<file path="config.mk">
export PLATFORM = sky130hd
export DESIGN_NAME = add_pipe_flat
export DESIGN_NICKNAME = d
export VERILOG_FILES = /design/src/rtl/add_pipe_if.sv /design/src/rtl/add_pipe.sv /design/src/flat_wrapper.sv
export SDC_FILE = /design/constraint.sdc
export NUM_CORES = 1
export LEC_CHECK = 0
export ABC_CLOCK_PERIOD_IN_PS = 4600
export BUFFER_PORTS_ARGS = -buffer_cell sky130_fd_sc_hd__buf_2
export CORE_MARGIN = 2
export CORE_UTILIZATION = 59
export CTS_BUF_LIST = sky130_fd_sc_hd__clkbuf_8
export DETAILED_ROUTE_END_ITERATION = 6
export GPL_TIMING_DRIVEN = 0
export PLACE_DENSITY = 0.87
export REMOVE_ABC_BUFFERS = 1
export SLEW_MARGIN = 20
export SYNTH_ARGS = -nofsm -noshare
export SYNTH_HDL_FRONTEND = slang
export SYNTH_SLANG_ARGS = --single-unit
</file>
<file path="constraint.sdc">
create_clock -name clk -period 4.6 [get_ports clk]
set_input_delay 0.92 -clock clk [delete_from_list [all_inputs] [get_ports clk]]
set_output_delay 0.92 -clock clk [all_outputs]
set_load 0.02 [all_outputs]
</file>
<file path="src/rtl/add_pipe_if.sv">
// Operand/result handshake bundle for add_pipe.
// The slave side is the adder; the master side is the producer plus consumer.
interface add_pipe_if #(
    parameter int WIDTH = 32
);
    logic             in_valid;
    logic             in_ready;
    logic [WIDTH-1:0] a;
    logic [WIDTH-1:0] b;
    logic             sub;
    logic             out_valid;
    logic             out_ready;
    logic [WIDTH-1:0] y;
    logic             cout;
    logic             ovf;

    modport master (
        output in_valid, a, b, sub, out_ready,
        input  in_ready, out_valid, y, cout, ovf
    );

    modport slave (
        input  in_valid, a, b, sub, out_ready,
        output in_ready, out_valid, y, cout, ovf
    );
endinterface

</file>
<file path="src/rtl/add_pipe.sv">
// Pipelined WIDTH-bit adder/subtractor; the carry ripples one WIDTH/STAGES slice per clock.
// Optional: define ADD_PIPE_SAT_EN to saturate y to the signed bound on overflow.
module add_pipe #(
    parameter int WIDTH  = 32,
    parameter int STAGES = 4
) (
    input logic       clk,
    input logic       rst,
    add_pipe_if.slave bus
);
    localparam int S = WIDTH / STAGES;

    logic             vld_q   [STAGES];
    logic             vld_d   [STAGES];
    logic [WIDTH-1:0] a_q     [STAGES];
    logic [WIDTH-1:0] a_d     [STAGES];
    logic [WIDTH-1:0] b_q     [STAGES];
    logic [WIDTH-1:0] b_d     [STAGES];
    logic [WIDTH-1:0] sum_q   [STAGES];
    logic [WIDTH-1:0] sum_d   [STAGES];
    logic             carry_q [STAGES];
    logic             carry_d [STAGES];

    logic [WIDTH-1:0] y_q, y_d, y_n;
    logic             cout_q, cout_d, cout_n;
    logic             ovf_q, ovf_d, ovf_n;

    logic             rdy  [STAGES+1];
    logic             load [STAGES];
    logic             v_in [STAGES];
    logic             c_in [STAGES];
    logic [WIDTH-1:0] a_in [STAGES];
    logic [WIDTH-1:0] b_in [STAGES];
    logic [WIDTH-1:0] s_in [STAGES];
    logic [WIDTH-1:0] nsum [STAGES];
    logic [S:0]       slc  [STAGES];

`ifdef ADD_PIPE_SAT_EN
    function automatic logic signed [WIDTH-1:0] sat_fn(
        input logic signed [WIDTH-1:0] sum,
        input logic                    ovf,
        input logic                    neg_dir
    );
        logic signed [WIDTH-1:0] lim;
        lim = neg_dir ? {1'b1, {(WIDTH-1){1'b0}}} : {1'b0, {(WIDTH-1){1'b1}}};
        return ovf ? lim : sum;
    endfunction
`endif

    always_comb begin
        // A stage can take a beat if it is empty or if anything above it can drain.
        rdy[STAGES] = bus.out_ready;
        for (int k = STAGES - 1; k >= 0; k--) begin
            rdy[k] = !vld_q[k] || rdy[k+1];
        end

        a_in[0] = bus.a;
        b_in[0] = bus.b ^ {WIDTH{bus.sub}};
        c_in[0] = bus.sub;
        s_in[0] = '0;
        v_in[0] = bus.in_valid && !rst;
        for (int k = 1; k < STAGES; k++) begin
            a_in[k] = a_q[k-1];
            b_in[k] = b_q[k-1];
            c_in[k] = carry_q[k-1];
            s_in[k] = sum_q[k-1];
            v_in[k] = vld_q[k-1];
        end

        for (int k = 0; k < STAGES; k++) begin
            load[k]  = v_in[k] && rdy[k];
            vld_d[k] = load[k] || (vld_q[k] && !rdy[k+1]);
            slc[k]   = {1'b0, a_in[k][k*S +: S]} + {1'b0, b_in[k][k*S +: S]} + (S+1)'(c_in[k]);
            nsum[k]  = s_in[k];
            nsum[k][k*S +: S] = slc[k][S-1:0];
            a_d[k]     = load[k] ? a_in[k]   : a_q[k];
            b_d[k]     = load[k] ? b_in[k]   : b_q[k];
            sum_d[k]   = load[k] ? nsum[k]   : sum_q[k];
            carry_d[k] = load[k] ? slc[k][S] : carry_q[k];
        end

        // Carry into the MSB is recovered from the MSB sum bit and its two operand bits.
        cout_n = slc[STAGES-1][S];
        ovf_n  = a_in[STAGES-1][WIDTH-1] ^ b_in[STAGES-1][WIDTH-1]
               ^ nsum[STAGES-1][WIDTH-1] ^ cout_n;
`ifdef ADD_PIPE_SAT_EN
        y_n = sat_fn(nsum[STAGES-1], ovf_n, a_in[STAGES-1][WIDTH-1]);
`else
        y_n = nsum[STAGES-1];
`endif
        y_d    = load[STAGES-1] ? y_n    : y_q;
        cout_d = load[STAGES-1] ? cout_n : cout_q;
        ovf_d  = load[STAGES-1] ? ovf_n  : ovf_q;
    end

    // Control and presented outputs: cleared by reset.
    always_ff @(posedge clk or posedge rst) begin
        if (rst) begin
            vld_q  <= '{default: 1'b0};
            y_q    <= '0;
            cout_q <= 1'b0;
            ovf_q  <= 1'b0;
        end else begin
            vld_q  <= vld_d;
            y_q    <= y_d;
            cout_q <= cout_d;
            ovf_q  <= ovf_d;
        end
    end

    // Intermediate datapath: qualified by the stage valids, so no reset needed.
    always_ff @(posedge clk) begin
        a_q     <= a_d;
        b_q     <= b_d;
        sum_q   <= sum_d;
        carry_q <= carry_d;
    end

    assign bus.in_ready  = !rst && rdy[0];
    assign bus.out_valid = vld_q[STAGES-1];
    assign bus.y         = y_q;
    assign bus.cout      = cout_q;
    assign bus.ovf       = ovf_q;
endmodule

</file>
<file path="src/flat_wrapper.sv">
// flat-port wrapper written by rule: the top's interface ports become plain ports
module add_pipe_flat 
#(
    parameter int WIDTH  = 32,
    parameter int STAGES = 4
)
  (clk, rst, bus_in_valid, bus_a, bus_b, bus_sub, bus_out_ready, bus_in_ready, bus_out_valid, bus_y, bus_cout, bus_ovf);
  add_pipe_if #(.WIDTH(WIDTH)) bus_i ();
  input logic clk;
  input logic rst;
  input wire logic [$bits(bus_i.in_valid)-1:0] bus_in_valid;
  input wire logic [$bits(bus_i.a)-1:0] bus_a;
  input wire logic [$bits(bus_i.b)-1:0] bus_b;
  input wire logic [$bits(bus_i.sub)-1:0] bus_sub;
  input wire logic [$bits(bus_i.out_ready)-1:0] bus_out_ready;
  output wire logic [$bits(bus_i.in_ready)-1:0] bus_in_ready;
  output wire logic [$bits(bus_i.out_valid)-1:0] bus_out_valid;
  output wire logic [$bits(bus_i.y)-1:0] bus_y;
  output wire logic [$bits(bus_i.cout)-1:0] bus_cout;
  output wire logic [$bits(bus_i.ovf)-1:0] bus_ovf;
  assign bus_i.in_valid = bus_in_valid;
  assign bus_i.a = bus_a;
  assign bus_i.b = bus_b;
  assign bus_i.sub = bus_sub;
  assign bus_i.out_ready = bus_out_ready;
  assign bus_in_ready = bus_i.in_ready;
  assign bus_out_valid = bus_i.out_valid;
  assign bus_y = bus_i.y;
  assign bus_cout = bus_i.cout;
  assign bus_ovf = bus_i.ovf;
  add_pipe #(.WIDTH(WIDTH), .STAGES(STAGES)) u_core (.clk(clk), .rst(rst), .bus(bus_i));
endmodule
</file>
==> impl_metrics.toml, run 1 <==
[outcome]
status = "finished, final reports clean"

[cts]
numClockSinks = 185
h-tree-depth = 4
cts_root_buffer = "clkbuf_8"
ctsLongestPathBuffers = 2
cts-buffers-inserted = 17
worst_setup_hold_path_clk_slew_ns = 0.08
cts.repair.resized = 0
clock_insertion_delay_worst_skew_ns = 0.45
cts_tree = "done"
cts-hold-fix-buffers = 0
postCtsSetupBuffers = 0

[final_layout]
area_growth_syn_to_layout_pct = 16.43
commonest_non_fill_non_tap_cell_in_the_layout = "edfxtp_1"
final_area_mm2 = 0.008584
number_of_cells_in_the_finished_layout_apart_from_fillers = 740
layout.nets = 663
insertedDiodeCount = 0
drive_above_1_share_pct = 26.05
mostFrequentLayoutCells = "147 x edfxtp_1, 104 x buf_2, 41 x xor2_1"

[drt]
drt-pass1-iter-count = 4
drcViolationCount = 0
drt_wirelength_um = 10960
via_count = 3831
post_drt_wl_per_cell_um = 14.81
detail_route.vias_per_cell = 5.177
first_iter_violations = 175
routed_antenna_nets = 0

[placed_design]
place.gp.congestion = 0.8060
place.detailed.hpwl_um = 7999
dp_slack_ns = 1.139
dpl-instance-area_mm2 = 0.008213
place.detailed.instances = 708
port_buffers = 104

[run]
drv_cap = 0

[global_routing]
via_count_of_the_first_global_routing_pass = 3918
initial_antenna_violation_count = 0
grt_start_max_net_pins = 35
grt_pass1_wl_um = 17750
overflow = 0
grt.total_usage_pct = 17.91

[critical_path]
critical-path-top-cell-by-count = "a21boi_1"
path_cells = "buf_2 > mux2i_1 > fa_1 > nor2b_1 > o21ai_1 > a21boi_1 > o311ai_1 > a21boi_1"
crit_path_max_incr_delay_ns = 0.68
timing.setup.critical_path_class = "in -> reg"
worstPathMaxFanout = 32
critical_path.startpoint_type = "primary input"
timing.critical_path.slowest_stage_cell = "buf_2"
end_kind = "flip-flop"
crit_arrival_ns = 3.24
cp.buffers_inverters = 1
worst_ep_required_time_ns = 4.80
timing.critical_path.max_delay_family = "compound AO/OA/AOI/OAI gates"

[synth]
synth.yosys.seq_area_share_pct = 72.76
synth.avg_cell_area_um2 = 16.80
synth_edf_count = 147
synth.ff_latch_count = 185
synth_cell_types = 40
synth_largest_type_area_fraction_pct = 59.87
syn_inst = 439
ys_async_sr_fraction_pct = 20.54
syn-cell-area_mm2 = 0.007373
ys_top_cells_by_area = "edfxtp_1 60%, dfrtp_1 13%, xor2_1 4.9%"
postSynth.topFlopCell = "edfxtp_1"
synth_largest_area_cell = "edfxtp_1"
ys.warnings.count = 0

[power_and_ir_drop]
static-leakage-power_uw = 0.003434
fin_total_pwr_uw = 3657
cellPowerDensity_mw_per_mm2 = 426.0
vdd_ir_drop_max_uv = 250.6

[timing]
fmaxAchievable_mhz = 329.1
setup_violations = 0
post-route-min-period_ns = 3.039
hold_viol_final = 0
final.setup_skew_ns = 0.006922
worst_pin_slew_ns = 0.9021
worst_slack_ns = 1.561
period_share_pct = 66.05
final_max_slew_viol_count = 0
rsz0062_at_grt = "false"
timing.slew.headroom_pct = 39.86
tightest_hold_margin_ns = 0.3566

[worst_hold_path]
path_type_of_the_worst_min_delay_path = "in -> async"

[die]
coreArea_mm2 = 0.01211
die_x_um = 115.8
rows = 40
dieHeight_um = 115.8
fp.dieArea_mm2 = 0.01341
design.portCount = 105
effective_utilization_at_floorplan_pct = 60.88
[kinds of logic (layout without fill, tap and decap cells)]
| family | after synthesis | count (layout) | share of synthesized area [%] |
|---|---|---|---|
| flip-flops | 185 | 185 | 72.76 |
| AO/OA/AOI/OAI | 67 | 67 | 5.854 |
| XOR/XNOR | 52 | 52 | 6.177 |
| AND/OR/NAND/NOR | 50 | 50 | 3.021 |
| adder cells (fa/ha/maj) | 35 | 35 | 6.652 |
| multiplexers | 27 | 27 | 4.107 |
| buffers and inverters | 23 | 156 | 1.425 |
[synthesized netlist by cell type (3+ instances only)]
library cell and n:
edfxtp_1 147, xor2_1 41, dfrtp_1 38, ha_1 28, mux2_1 24, nor2_1 20
nand2_1 16, a21oi_1 15, inv_1 14, o21ai_0 12, xnor2_1 11, a21o_1 9
fa_1 7, o21ai_1 7, buf_2 6, o21bai_1 5, a211oi_1 3, a21boi_1 3
buf_4 3, nor2b_1 3, or2_2 3
[power by group]
group          switching [uW]  total [uW]  internal, uW
clock                     526         998           472
combinational             353         593           240
sequential               66.2        2070          2000
[state kept, by name (all words and copies together) (netlist names)]
register and cells:
u_core.a_in 48, u_core.b_in 48, u_core.nsum 48, u_core.bus.y 32, u_core.c_in 3, u_core.v_in 3, u_core.bus.cout 1, u_core.bus.out_valid 1
u_core.bus.ovf 1
[path summary, 6_finish.rpt]
kind / startpoint / endpoint / cells past startpoint / slack [ns]
min in group clk: u_core.nsum[45] / u_core.nsum[13] / 0 / 0.42
worst max register to register: u_core.b_in[72] / u_core.c_in[1] / 7 / 2.06
worst min register to register: u_core.nsum[45] / u_core.nsum[13] / 0 / 0.42
worst max-delay path: bus_sub / u_core.nsum[70] / 8 / 1.56
max in group asynchronous: rst / u_core.bus.y[26] / 3 / 3.83
worst min-delay path: rst / u_core.bus.out_valid / 2 / 0.36
[worst reg2reg max path, delay by kind of cell, from the launching register on]
family          cells  cell delay, ns
compound gates      5            0.98
fa+ha+maj           2            0.91
flops               1            0.41
[stage by stage]
stage	util [%]	TNS (ns)
CTS	70.88	0
global route	70.88	0
global placement	66.48	-94.08
finish	70.88	0
floorplan	-	-10.62
detailed placement	67.81	0
[final cells by class]
class | instances | area (um2)
timing repair buffer | 110 | 655.6
tap | 168 | 210.2
clock buffer | 17 | 234.0
inverter | 14 | 52.55
clock inverter | 15 | 137.6
sequential | 185 | 5365
multi-input combinational | 231 | 1929
fill | 838 | 3527
[per-layer routing]
layer	track usage, %	wire [um]	part of all wire, %
met3	4.759	559	5.1
met4	8.968	326	3.0
met1	18.68	4106	37
met5	0	0	0
met2	33.18	5968	54
(Power assumes the default switching activity.)
==> run 2: changes to the inputs <==
--- a/config.mk
+++ b/config.mk
@@ -5,14 +5,14 @@
 export SDC_FILE = /design/constraint.sdc
 export NUM_CORES = 1
 export LEC_CHECK = 0
-export ABC_CLOCK_PERIOD_IN_PS = 4600
+export ABC_CLOCK_PERIOD_IN_PS = 2700
 export BUFFER_PORTS_ARGS = -buffer_cell sky130_fd_sc_hd__buf_2
 export CORE_MARGIN = 2
-export CORE_UTILIZATION = 59
+export CORE_UTILIZATION = 53
 export CTS_BUF_LIST = sky130_fd_sc_hd__clkbuf_8
 export DETAILED_ROUTE_END_ITERATION = 6
 export GPL_TIMING_DRIVEN = 0
-export PLACE_DENSITY = 0.87
+export PLACE_DENSITY = 0.83
 export REMOVE_ABC_BUFFERS = 1
 export SLEW_MARGIN = 20
 export SYNTH_ARGS = -nofsm -noshare
==> constraint.sdc (replaced) <==
create_clock -name clk -period 2.7 [get_ports clk]
set_input_delay 0.54 -clock clk [delete_from_list [all_inputs] [get_ports clk]]
set_output_delay 0.54 -clock clk [all_outputs]
set_load 0.02 [all_outputs]
==> impl_metrics.toml, run 2 (synthesis results as in run 1) <==
[final_layout]
ff_latch_area_mm2 = 0.005365
drive_above_1_share_pct = 26.88
area_growth_syn_to_layout_pct = 17.38
multi_input_area_mm2 = 0.001929
commonest_non_fill_non_tap_cell_in_the_layout = "edfxtp_1"
number_of_fill_cells = 1007
final_area_mm2 = 0.008655
mostFrequentLayoutCells = "147 x edfxtp_1, 103 x buf_2, 41 x xor2_1"
layout.nets = 664
insertedDiodeCount = 0

[cts]
cts_root_buffer = "clkbuf_8"
clock_insertion_delay_worst_skew_ns = 0.46
worst_setup_hold_path_clk_slew_ns = 0.09
ctsLongestPathBuffers = 2
h-tree-depth = 4
cts_tree = "done"
cts-buffers-inserted = 17
numClockSinks = 185

[worst_hold_path]
path_type_of_the_worst_min_delay_path = "in -> reg"
min_delay_path_depth = 1

[placed_design]
dpl-instance-area_mm2 = 0.008243
place.gp.congestion = 0.7855
place.detailed.hpwl_um = 8265
port_buffers = 104

[timing]
timing.slew.headroom_pct = 47.79
fmaxAchievable_mhz = 395.1
rsz0062_at_grt = "false"
post-route-min-period_ns = 2.531
period_share_pct = 93.73
hold_viol_final = 0
tightest_hold_margin_ns = 0.2494
worst_pin_slew_ns = 0.7813
final.setup_skew_ns = 0.009128
final_max_slew_viol_count = 0
setup_violations = 0

[global_routing]
grt_pass1_wl_um = 18160
via_count_of_the_first_global_routing_pass = 3907
initial_antenna_violation_count = 0
overflow = 0
grt.total_usage_pct = 16.46
grt_start_max_net_pins = 34

[drt]
detail_route.vias_per_cell = 5.053
via_count = 3805
first_iter_violations = 203
drcViolationCount = 0
post_drt_wl_per_cell_um = 14.65
drt_wirelength_um = 11030
drt-pass1-iter-count = 4
routed_antenna_nets = 0

[critical_path]
worst_ep_required_time_ns = 2.91
critical_path.startpoint_type = "flip-flop"
crit-reg2reg-launch = "u_core.b_in[72]"
critPathCapture = "u_core.c_in[1]"
timing.setup.critical_path_class = "reg -> reg"
timing.reg2reg.worst_path_depth = 7
r2r_endpoint = "u_core.c_in[1]"
worstPathMaxFanout = 3
end_kind = "flip-flop"
crit_arrival_ns = 2.74
startpoint = "u_core.b_in[72]"
ff2ff_setup_slack_ns = 0.17

[die]
dieHeight_um = 122.0
effective_utilization_at_floorplan_pct = 53.74
fp.dieArea_mm2 = 0.01487
rows = 43
coreArea_mm2 = 0.01372
die_x_um = 122.0
design.portCount = 105

[power_and_ir_drop]
power_frac_clock_pct = 28.4
cellPowerDensity_mw_per_mm2 = 731.5
power.share.sequential_pct = 55.6
switching_share_pct = 26.40
power_frac_comb_pct = 16.0
vdd_ir_drop_max_uv = 365.8
power.net_switching_uw = 1671
cell_internal_pwr_uw = 4660
static-leakage-power_uw = 0.003449

[run]
drv_cap = 0

[outcome]
status = "finished, final reports clean"
==> run 2: cell types whose count changed in the layout (fill, tap and decap cells not counted) <==
cell,previous run,this run
buf_2,104,103
clkinvlp_4,3,4
inv_1,15,13
inv_6,0,6
clkinv_2,2,1
dlygate4sd3_1,0,1
clkinv_1,3,0
clkinv_4,3,2
clkbuf_4,0,1
buf_12,4,2
buf_16,2,4
==> run 2: how the worst min path moves through the flow <==
stage               startpoint               to  slack [ns]
2_1_floorplan  u_core.a_in[56]  u_core.a_in[24]        0.40
3_3_place_gp   u_core.nsum[32]   u_core.nsum[0]        0.40
3_5_place_dp   u_core.a_in[59]  u_core.a_in[27]        0.40
4_1_cts              bus_a[21]  u_core.a_in[85]        0.21
5_1_grt              bus_a[18]  u_core.a_in[82]        0.21
6_report             bus_a[21]  u_core.a_in[85]        0.25
==> run 2: cell type report <==
type | count | share of cell area, %
flip-flops and latches | 185 | 61.99
multi-input cells | 231 | 22.29
repair buffers | 111 | 7.894
clock buffers | 17 | 2.703
well taps | 180 | 2.602
clock inverters | 15 | 1.908
inverters | 14 | 0.6072
==> run 2: metal layers <==
layer	vias up	routed length [um]	track usage (%)
met5	-	0	0
met2	99	6180	30.41
met1	1813	4028	16.93
li1	1871	-	-
met3	22	589	5.150
met4	0	235	7.471
==> run 2: metrics by stage <==
stage                     power (uW)  setup slack [ns]  cells  utilization, %  setup TNS [ns]
after floorplan                 4215            -1.706    430               -         -142.87
after CTS                       6422           0.08957    753           63.06               0
after detailed placement        4618           -0.4238    720           60.08         -0.9443
after global placement          4525            -2.901    714           58.80         -256.81
after global routing            6652           0.02423    753           63.08               0
final                           6331            0.1693    753           63.08               0
==> run 2: worst max-delay path: stages, from the launching register on <==
cell,delay [ns]
edfxtp_1,0.40
fa_1,0.48
fa_1,0.42
a21o_1,0.20
a21oi_1,0.26
o21ai_1,0.13
a21o_1,0.21
a21o_1,0.19
==> run 2: power groups by stage <==
stage               Sequential (uW)  Combinational [uW]  Clock (uW)
finish                         3520                1010        1800
global route                   3560                1120        1980
CTS                            3530                1030        1870
detailed placement             3590                1020           0
global placement               3580                 946           0
floorplan                      3770                 449           0
==> run 2: repair_timing <==
item | in CTS | in global routing
endpoints found under the hold margin | 5 | 0
endpoints found under the setup margin | 0 | 2
setup buffers | 0 | 0
gates resized for setup | 0 | 1
hold buffers | 1 | 0
